[config.mk]
export PLATFORM = sky130hd
export DESIGN_NAME = scan_chain_ctrl
export DESIGN_NICKNAME = d
export VERILOG_FILES = /design/src/rtl/scan_chain_ctrl.sv
export SDC_FILE = /design/constraint.sdc
export NUM_CORES = 1
export LEC_CHECK = 0
export ABC_AREA = 0
export CAP_MARGIN = 20
export CORE_UTILIZATION = 48
export CTS_BUF_LIST = sky130_fd_sc_hd__clkbuf_8 sky130_fd_sc_hd__clkbuf_16
export DETAILED_ROUTE_END_ITERATION = 10
export PLACE_DENSITY = 0.87
export SYNTH_ARGS = -nofsm -noshare
export SYNTH_HDL_FRONTEND = slang
export SYNTH_SLANG_ARGS = --single-unit
[constraint.sdc]
create_clock -name CLK -period 2.17 [get_ports CLK]
set_clock_uncertainty 0.15 [all_clocks]
set_input_delay 0.3255 -clock CLK [delete_from_list [all_inputs] [get_ports CLK]]
set_output_delay 0.3255 -clock CLK [all_outputs]
set_load 0.01 [all_outputs]
[src/rtl/scan_chain_ctrl.sv]
// scan_chain_ctrl
// Mux-D scan register stage with its own capture/shift/update sequencer.
// The serial path enters at the MSB and leaves at the LSB (SO = chain[0]).
// The chain stores data non-inverted. PO is a shadow register that changes
// only on the UPDATE edge, or when reset clears it.
module scan_chain_ctrl #(
    parameter  int WIDTH = 8,
    localparam int CNT_W = $clog2(WIDTH + 1)
) (
    input  logic             CLK,
    input  logic             RST,
    input  logic             START,
    input  logic             CAP_EN,
    input  logic             SI,
    input  logic [WIDTH-1:0] PI,
    output logic             SO,
    output logic             SE,
    output logic [WIDTH-1:0] PO,
    output logic             BUSY,
    output logic             DONE
);

    typedef enum logic [1:0] {
        ST_IDLE    = 2'd0,
        ST_CAPTURE = 2'd1,
        ST_SHIFT   = 2'd2,
        ST_UPDATE  = 2'd3
    } state_t;

    // Counter value on the edge that performs the final (WIDTH-th) shift.
    localparam logic [CNT_W-1:0] CNT_LAST = CNT_W'(WIDTH - 1);
    localparam logic [CNT_W-1:0] CNT_ONE  = CNT_W'(1);

    state_t             state_q;
    logic [WIDTH-1:0]   chain_q;
    logic [WIDTH-1:0]   po_q;
    logic [CNT_W-1:0]   cnt_q;
    logic               done_q;
    logic [WIDTH-1:0]   shift_d;

    // Next chain value for one shift: SI enters at the MSB and the LSB drops out.
    always_comb begin
        shift_d = {SI, chain_q[WIDTH-1:1]};
    end

    // Sequencer: holds the state, chain, shift counter, shadow PO and DONE pulse.
    always_ff @(posedge CLK or posedge RST) begin
        if (RST) begin
            state_q <= ST_IDLE;
            chain_q <= '0;
            po_q    <= '0;
            cnt_q   <= '0;
            done_q  <= 1'b0;
        end else begin
            // DONE is high only in the cycle that follows the UPDATE edge.
            done_q <= 1'b0;
            case (state_q)
                ST_IDLE: begin
                    if (START) begin
                        if (CAP_EN) begin
                            state_q <= ST_CAPTURE;
                        end else begin
                            state_q <= ST_SHIFT;
                            cnt_q   <= '0;
                        end
                    end else begin
                        state_q <= ST_IDLE;
                    end
                end
                ST_CAPTURE: begin
                    chain_q <= PI;
                    cnt_q   <= '0;
                    state_q <= ST_SHIFT;
                end
                ST_SHIFT: begin
                    chain_q <= shift_d;
                    if (cnt_q == CNT_LAST) begin
                        // Final shift: clear the counter so it never passes WIDTH-1.
                        cnt_q   <= '0;
                        state_q <= ST_UPDATE;
                    end else begin
                        cnt_q   <= cnt_q + CNT_ONE;
                        state_q <= ST_SHIFT;
                    end
                end
                ST_UPDATE: begin
                    po_q    <= chain_q;
                    done_q  <= 1'b1;
                    state_q <= ST_IDLE;
                end
                default: begin
                    state_q <= ST_IDLE;
                    cnt_q   <= '0;
                end
            endcase
        end
    end

    // Outputs are either registers or a plain decode of the state register.
    always_comb begin
        SO   = chain_q[0];
        SE   = (state_q == ST_SHIFT);
        BUSY = (state_q != ST_IDLE);
        PO   = po_q;
        DONE = done_q;
    end

endmodule

==> flow_summary.yaml <==
placed_design:
  post-place-ws_ps: 453.0
  port_buffers: 24
  gp_congestion: 0.7006
  hpwl_um: 1510
sta:
  hold_viol: 0
  grt_setup_unrepaired: "false"
  slew_violations: 0
  final-setup-viol-count: 0
  period_minus_slack_ps: 2000
  fin_setup_tns_ps: 0
  worst_pin_slew_ps: 425.8
  slew_headroom_pct: 71.61
  fin_ws_ps: 170.2
  min_period_over_period_pct: 92.16
  fmax_ghz: 0.5000
die:
  rows: 16
  die_w_um: 49.90
  die_h_um: 49.90
  ios: 25
  die-area_mm2: 0.002490
  start_util_pct: 53.40
  core_area_mm2: 0.002062
critical_path:
  path_class: "reg2out"
  rr_startpoint: "state_q[0]$_DFF_PP0_"
  cp_data_arrival_time_ps: 1520
  reg2reg_slack_ps: 540
  worstSetupStartpointType: "register"
  setup.worst_path.end_class: "primary output"
  crit_required_ps: 1690
  crit_fanout: 3
  crit_start: "state_q[0]$_DFF_PP0_"
detailed_routing:
  first_pass_iters: 4
  via_per_inst: 5.211
  dr_total_vias: 766
  drt-initial-drc-count: 8
  wl_per_cell_um: 13.78
  wirelength_um: 2026
  drc: 0
  ant_nets: 0
cells_and_area:
  fin_nets: 139
  final_core_util_pct: 68.57
  area.growth.synth_to_final_pct: 28.41
  antenna_cells: 0
  drive_above_1_share_pct: 15.83
synthesis:
  synth_top_area_share_pct: 52.27
  synth_fp_nets: 111
  ys_types: 24
  synth_top_area_cell: "dfrtp_1"
  syn_area_mm2: 0.001101
  synth_area_leaders: "dfrtp_1 (52%), mux2i_1 (8.2%), mux2_2 (8.2%)"
  ys_seq_area_share_pct: 52.27
  avgSynthCellArea_um2: 11.84
  syn_inst: 93
  ys_warn_count: 0
  synth_seq_cells: 23
grt:
  first_global_vias: 846
  grt_first_pass_wirelength_um: 3498
  grt-ovfl-total: 0
  grt_use_total_pct: 18.83
  grt_start_max_net_pins: 24
  antenna_found_initial: 0
clock_network:
  cts_root_buf: "clkbuf_8"
  clkSlewWorstSetupHoldPaths_ps: 80
  numCtsBuffers: 3
  cts_tree: "done"
  post_cts_buffers: 0
  cts.sinks: 23
  clk_latency_ps: 260
  hold_buffers: 0
  h-tree-depth: 1
  cts_buffer_depth: 2
  cts_resized: 0
power:
  p_leak_nw: 0.6030
  power.density_mw_per_mm2: 1275
  vdd_drop_max_uv: 799.1
flow_run:
  cap_violations: 0
min_path:
  holdCritPathClass: "in2async"
outcome:
  status: "complete, no violations"
## sequential cells by signal, summed over array words and instances, names as in the netlist
signal,flops
DONE,1
PO,8
cnt_q,4
chain_q,8
state_q,2
## path summary, 6_finish.rpt
check | cells after the start | endpoint
worst max-delay path | 4 | BUSY
worst min-delay path | 3 | DONE$_DFF_PP0_
worst max register to register | 5 | cnt_q[3]$_DFFE_PP0P_
worst min register to register | 1 | PO[4]$_DFFE_PP0P_
max in group asynchronous | 3 | cnt_q[2]$_DFFE_PP0P_
min in group CLK | 1 | PO[4]$_DFFE_PP0P_
## worst max-delay path: stages (launching register included)
cell and delay (ps):
dfrtp_1 370, inv_1 80, ha_1 230, inv_1 60
clkdlybuf4s50_1 520
## cells by family (layout without fill, tap and decap cells)
kind of cell,after synthesis,count (layout),share of synthesized area [%]
AOI/OAI and AO/OA,14,14,7.272
DFF,23,23,52.27
buffers and inverters,12,39,5.682
muxes,18,18,17.73
and+or+nand+nor,21,21,11.36
adders and majority gates,5,5,5.682
## per-stage QoR
stage          cells  power [W]  hold slack (ps)  area, um^2
6_report         147   0.001803            243.9        1414
5_1_grt          147   0.001940            297.2        1414
2_1_floorplan     93   0.001242            177.4        1101
4_1_cts          147   0.001823            255.5        1414
3_5_place_dp     143   0.001545            347.9        1365
3_3_place_gp     143   0.001506            341.2        1365
## placed cells by master (no fill, tap or decap), types with 3 or more instances in the layout
cell / synthesis / layout
clkdlybuf4s50_1: 0 / 24
dfrtp_1: 23 / 23
mux2i_1: 9 / 9
a21oi_1: 9 / 9
nor2_1: 8 / 8
inv_1: 8 / 8
mux2_2: 8 / 8
ha_1: 5 / 5
clkbuf_8: 0 / 3
buf_4: 0 / 3
## Yosys cell counts (all sizes together)
| master | number |
|---|---|
| o21ai | 2 |
| a21oi | 9 |
| and3 | 1 |
| nor4b | 1 |
| and3b | 1 |
| nand3b | 2 |
| nand2 | 3 |
| o2bb2ai | 2 |
| nand3 | 2 |
| buf | 4 |
| nor3b | 1 |
| nand2b | 1 |
| nor2b | 1 |
| a22oi | 1 |
| dfrtp | 23 |
| nor2 | 8 |
| inv | 8 |
| mux2i | 9 |
| ha | 5 |
| mux2 | 9 |
## per-layer routing
layer	vias up	wire length [um]	track usage (%)	part of all wire [%]
li1	371	-	-	-
met1	371	843	20.63	42
met2	22	1078	34.68	53
met3	2	86	4.630	4.2
met4	0	18	6.667	0.89
met5	-	0	0	0
## area by class of cell
| cell class | count | area, um^2 |
|---|---|---|
| Tap cell | 27 | 33.78 |
| Inverter | 8 | 30.03 |
| Clock inverter | 1 | 7.507 |
| Fill cell | 159 | 648.1 |
| Multi-Input combinational cell | 58 | 462.9 |
| Clock buffer | 3 | 41.29 |
| Sequential cell | 23 | 575.6 |
| Timing Repair Buffer | 27 | 262.8 |
## power breakdown
group / switching, W / total [W] / internal, W / leakage (nW)
Clock: 0.000142 / 0.000272 / 0.000130 / 0.0217
Combinational: 0.000373 / 0.000820 / 0.000447 / 0.315
Sequential: 0.000109 / 0.000711 / 0.000602 / 0.266
No activity file was read; power rests on OpenSTA's default activity.
